===== src/rtl/keypad_controller.sv =====
// 4x4 hex keypad scanner: walks one active-low column at a time, debounces a single-key press,
// and shifts each accepted hex code into a 16-bit entry register for the seven-segment display.
module keypad_controller #(
  parameter int SCAN_DIV = 50000,
  parameter int DEBOUNCE = 4
) (
  input  logic        clk,
  input  logic        reset,
  input  logic [3:0]  row,
  input  logic        clr,
  output logic [3:0]  col,
  output logic [3:0]  key_code,
  output logic        key_valid,
  output logic [15:0] value
);

  localparam int TW = $clog2(SCAN_DIV);
  localparam int CW = $clog2(DEBOUNCE + 1);

  typedef enum logic [1:0] {
    ST_SCAN     = 2'd0,
    ST_DEBOUNCE = 2'd1,
    ST_HOLD     = 2'd2
  } state_t;

  state_t          state, state_next;
  logic [3:0]      row_meta, rs;
  logic [3:0]      rl, rl_next;
  logic [TW-1:0]   tick_cnt;
  logic            tick;
  logic [1:0]      ci, ci_next;
  logic [CW-1:0]   deb_cnt, deb_next;
  logic            deb_last;
  logic            accept;
  logic            one_low;
  logic [1:0]      r_idx;
  logic [3:0]      code;

  assign tick     = (tick_cnt == TW'(SCAN_DIV - 1));
  assign deb_last = (deb_cnt == CW'(DEBOUNCE - 1));
  assign code     = {r_idx, ci};

  // A press is only valid when exactly one row is pulled low; anything else is ghosting or noise.
  always_comb begin
    one_low = 1'b0;
    r_idx   = 2'd0;
    case (rl)
      4'b1110: begin one_low = 1'b1; r_idx = 2'd0; end
      4'b1101: begin one_low = 1'b1; r_idx = 2'd1; end
      4'b1011: begin one_low = 1'b1; r_idx = 2'd2; end
      4'b0111: begin one_low = 1'b1; r_idx = 2'd3; end
      default: begin one_low = 1'b0; r_idx = 2'd0; end
    endcase
  end

  // key_valid is a one-cycle strobe with no backpressure; key_code holds until the next accept.
  always_comb begin
    state_next = state;
    ci_next    = ci;
    rl_next    = rl;
    deb_next   = deb_cnt;
    accept     = 1'b0;
    if (tick) begin
      case (state)
        ST_SCAN: begin
          if (rs == 4'hF) begin
            ci_next = ci + 2'd1;
          end else begin
            rl_next    = rs;
            deb_next   = '0;
            state_next = ST_DEBOUNCE;
          end
        end
        ST_DEBOUNCE: begin
          if (rs == rl && one_low) begin
            if (deb_last) begin
              accept     = 1'b1;
              deb_next   = '0;
              state_next = ST_HOLD;
            end else begin
              deb_next = deb_cnt + 1'b1;
            end
          end else begin
            deb_next   = '0;
            ci_next    = ci + 2'd1;
            state_next = ST_SCAN;
          end
        end
        ST_HOLD: begin
          if (rs == 4'hF) begin
            if (deb_last) begin
              deb_next   = '0;
              ci_next    = ci + 2'd1;
              state_next = ST_SCAN;
            end else begin
              deb_next = deb_cnt + 1'b1;
            end
          end else begin
            deb_next = '0;
          end
        end
        default: begin
          deb_next   = '0;
          state_next = ST_SCAN;
        end
      endcase
    end
  end

  always_ff @(posedge clk) begin
    if (!reset) begin
      row_meta  <= 4'hF;
      rs        <= 4'hF;
      tick_cnt  <= '0;
      state     <= ST_SCAN;
      ci        <= 2'd0;
      rl        <= 4'hF;
      deb_cnt   <= '0;
      col       <= 4'b1110;
      key_code  <= 4'h0;
      key_valid <= 1'b0;
      value     <= 16'h0000;
    end else begin
      row_meta  <= row;
      rs        <= row_meta;
      tick_cnt  <= tick ? '0 : tick_cnt + 1'b1;
      state     <= state_next;
      ci        <= ci_next;
      rl        <= rl_next;
      deb_cnt   <= deb_next;
      col       <= ~(4'b0001 << ci_next);
      key_valid <= accept;
      if (accept) key_code <= code;
      // clr wins over a same-edge accept on the entry register only.
      if (clr) value <= 16'h0000;
      else if (accept) value <= {value[11:0], code};
    end
  end

endmodule


===== config.mk =====
export PLATFORM = sky130hd
export DESIGN_NAME = keypad_controller
export DESIGN_NICKNAME = d
export VERILOG_FILES = /design/src/rtl/keypad_controller.sv
export SDC_FILE = /design/constraint.sdc
export NUM_CORES = 1
export LEC_CHECK = 0
export ABC_CLOCK_PERIOD_IN_PS = 5950
export CAP_MARGIN = 20
export CELL_PAD_IN_SITES_DETAIL_PLACEMENT = 1
export CELL_PAD_IN_SITES_GLOBAL_PLACEMENT = 1
export CORE_ASPECT_RATIO = 1.2
export CORE_MARGIN = 3
export CORE_UTILIZATION = 45
export CTS_CLUSTER_SIZE = 25
export DETAILED_ROUTE_END_ITERATION = 8
export PLACE_DENSITY = 0.8
export REMOVE_ABC_BUFFERS = 1
export SYNTH_ARGS = -nofsm -noshare
export SYNTH_HDL_FRONTEND = slang
export SYNTH_SLANG_ARGS = --single-unit
export TNS_END_PERCENT = 30

===== constraint.sdc =====
create_clock -name clk -period 5.95 [get_ports clk]
set_input_delay 1.19 -clock clk [delete_from_list [all_inputs] [get_ports clk]]
set_output_delay 1.19 -clock clk [all_outputs]
set_load 0.02 [all_outputs]

==> key figures <==
Clocking
  • Root buf cell: clkbuf_8
  • Clk sink count: 60
  • Hold-fix buffers at CTS: 0
  • Maximum level of the CTS H-tree: 3
  • Number of buffers on the longest clock path: 2
  • Clock-pin slew on the worst setup and hold paths: 0.06 ns
  • PostCTS Resize Cnt: 0
  • Post-CTS setup buffers: 0
  • Clk_lat worst skew: 0.33 ns
  • CTS buffer count: 9
  • CTS tree: yes

Timing
  • Min Hold Slack: 0.410 ns
  • Minimum clock period: 2.53 ns
  • Slew margin rel.: 0.439
  • Final setup fails: 0
  • Setup tns final: 0 ns
  • Period utilisation layout: 0.426
  • Worst-Margin Slew: 0.842 ns
  • Max-slew violations: 0
  • Max Freq: 395 MHz
  • RSZ-0062 raised after global routing: false
  • Worst Skew: 0.00510 ns
  • Fin. Hold Viols: 0

Logic synthesis
  • Dominant synthesized flop cell: dfxtp_1
  • Post-Synthesis Cell Area: 0.00265 mm^2
  • Asr flop ratio synth: 0
  • Flops & latches, synth: 60
  • Post-synth EDFFs: 0
  • Top post-synthesis cells by area: dfxtp_1 45%, nand2_1 6.7%, xor2_1 4.3%, nor2_1 3.4%, nand2b_1 3.3%
  • Top cell type's share of synthesized area: 0.454
  • Area leader, netlist: dfxtp_1
  • Seq/Total Area, Yosys: 0.454
  • Netlist cell types: 51
  • Ys Warns: 0
  • Syn avg cell area: 9.25 um^2
  • Synthesized instance count: 286

Power and ir drop
  • Static leakage: 0.00109 uW
  • Clock network power share: 0.424
  • Seq pwr share: 0.545
  • Total Power: 750 uW
  • Peak supply drop: 0.000177 V
  • Sw frac: 0.218
  • Sw power: 163 uW
  • P_int: 586 uW
  • Logic pwr share: 0.031
  • Pwr dens: 240 mW/mm^2

Floorplanning
  • Num ports: 32
  • Die width: 76.0 um
  • Die area: 0.00684 mm^2
  • Core area: 0.00548 mm^2
  • Initial Util: 0.483
  • Row count: 29
  • Die height: 90.0 um

GRT
  • First-pass GRT wire length: 9.57 mm
  • Initial antenna violation count: 0
  • Largest net degree at the start of global routing: 37
  • Global-route usage over all layers: 0.173
  • Remaining Overflow, GRT: 0
  • Vias in the first global route: 2067

Drt
  • Vias: 2063
  • DRT Pass-1 Iters: 4
  • WL per Instance: 14.0 um
  • Residual antenna-violating net count after detailed routing: 0
  • Vias per inst: 5.21
  • Final WL: 5.55 mm
  • DRC Markers: 0
  • DR iter-0 viols: 119

Flow run
  • Max Cap Viol: 0

Finish
  • Final Util: 0.570
  • Most frequent cells in the layout: 60 x dfxtp_1, 47 x nand2_1, 31 x clkdlybuf4s50_1, 24 x nor2_1
  • Final Instance Area: 0.00312 mm^2
  • Diode count: 0
  • Final net count: 328
  • Most common cell after layout, fill and taps aside: dfxtp_1
  • Layout cells sized above 1: 0.113
  • Syn-to-layout area delta: 18.0%

Worst setup path
  • Endpoint class of the critical path: flop
  • Worst EP arrival: 2.78 ns
  • CP max-delay cell: nand2b_1
  • Startpoint types: input port
  • Max FO, Critical Path: 36
  • Setup Crit Path Kind: in -> reg
  • Worst path max stage delay: 0.52 ns
  • Worst Path Required: 6.19 ns
  • Critical-path cell list: clkdlybuf4s50_1, buf_4, nand2b_1, a21oi_1

Placed design
  • Port Buffers: 31
  • Cell Area, Placed: 0.00295 mm^2
  • Post-DP HPWL: 3.84 mm
  • RD Place Congestion: 0.780

Status
  • Outcome: finished clean

Worst hold path
  • Hold Crit Class: reg -> reg
[sequential cells by signal, indices dropped and copies added, names as in the netlist]
name	count
rs	4
ci	2
rl	4
state	2
value	16
key_valid	1
row_meta	4
key_code	4
col	4
tick_cnt	16
deb_cnt	3
[cell usage after synthesis (5+ instances only)]
library cell / instances
and3_1: 6
nand3_1: 14
clkbuf_1: 5
ha_1: 6
a21oi_1: 10
xor2_1: 13
buf_6: 6
o21ai_0: 7
nand2b_1: 14
nand2_1: 47
dfxtp_1: 60
xnor2_1: 6
nor2_1: 24
a21oi_2: 9
[cell type report]
type	count	area [um^2]
Fill cell	636	2360
Multi-Input combinational cell	207	1320
Timing Repair Buffer	32	318
Clock buffer	13	159
Sequential cell	60	1200
Inverter	5	18.8
Tap cell	77	96.3
Clock inverter	2	10.0
[final timing paths]
| kind | startpoint | depth (start not counted) | endpoint | slack, ns |
|---|---|---|---|---|
| min reg2reg | row_meta[0] | 1 | rs[0] | 0.41 |
| max reg2reg | tick_cnt[0] | 6 | value[2] | 3.44 |
| max | reset | 4 | value[6] | 3.42 |
| min | row_meta[0] | 1 | rs[0] | 0.41 |
[kinds of logic (layout without fill, tap and decap cells)]
| kind of cell | count (synthesis) | after routing | synth area share |
|---|---|---|---|
| flip-flops | 60 | 60 | 0.454 |
| AO/OA/AOI/OAI | 45 | 45 | 0.128 |
| XOR/XNOR | 20 | 20 | 0.0691 |
| adder cells (fa/ha/maj) | 6 | 6 | 0.0284 |
| buffers and inverters | 19 | 52 | 0.0473 |
| AND/OR/NAND/NOR | 136 | 136 | 0.273 |
[power groups by stage]
stage	Clock, uW	Sequential (uW)	Combinational, uW
floorplan	0	417	12.9
global placement	0	417	22.7
detailed placement	0	418	23.3
CTS	329	409	23.6
global route	353	409	25.9
finish	318	409	23.2
[per-layer routing]
layer | part of all wire | vias to the layer above | wire length (um) | GRT usage
met5 | 0 | - | 0 | 0
met4 | 0.019 | 0 | 106 | 0.0816
met3 | 0.046 | 7 | 255 | 0.0500
met2 | 0.47 | 41 | 2620 | 0.279
met1 | 0.46 | 982 | 2570 | 0.212
li1 | - | 1033 | - | -
[worst max-delay path: cells and delay by family]
kind	cells	cell delay (ns)
AND/OR/NAND/NOR	1	0.52
buffers and inverters	2	0.76
AO/OA/AOI/OAI	1	0.29
[per-stage QoR]
step                cells  worst slack (ns)
detailed placement    381              3.07
finish                396              3.42
global route          396              3.15
global placement      381              3.13
floorplan             272              3.93
CTS                   396              3.41
Note: power is estimated with default switching activity, not from simulation.
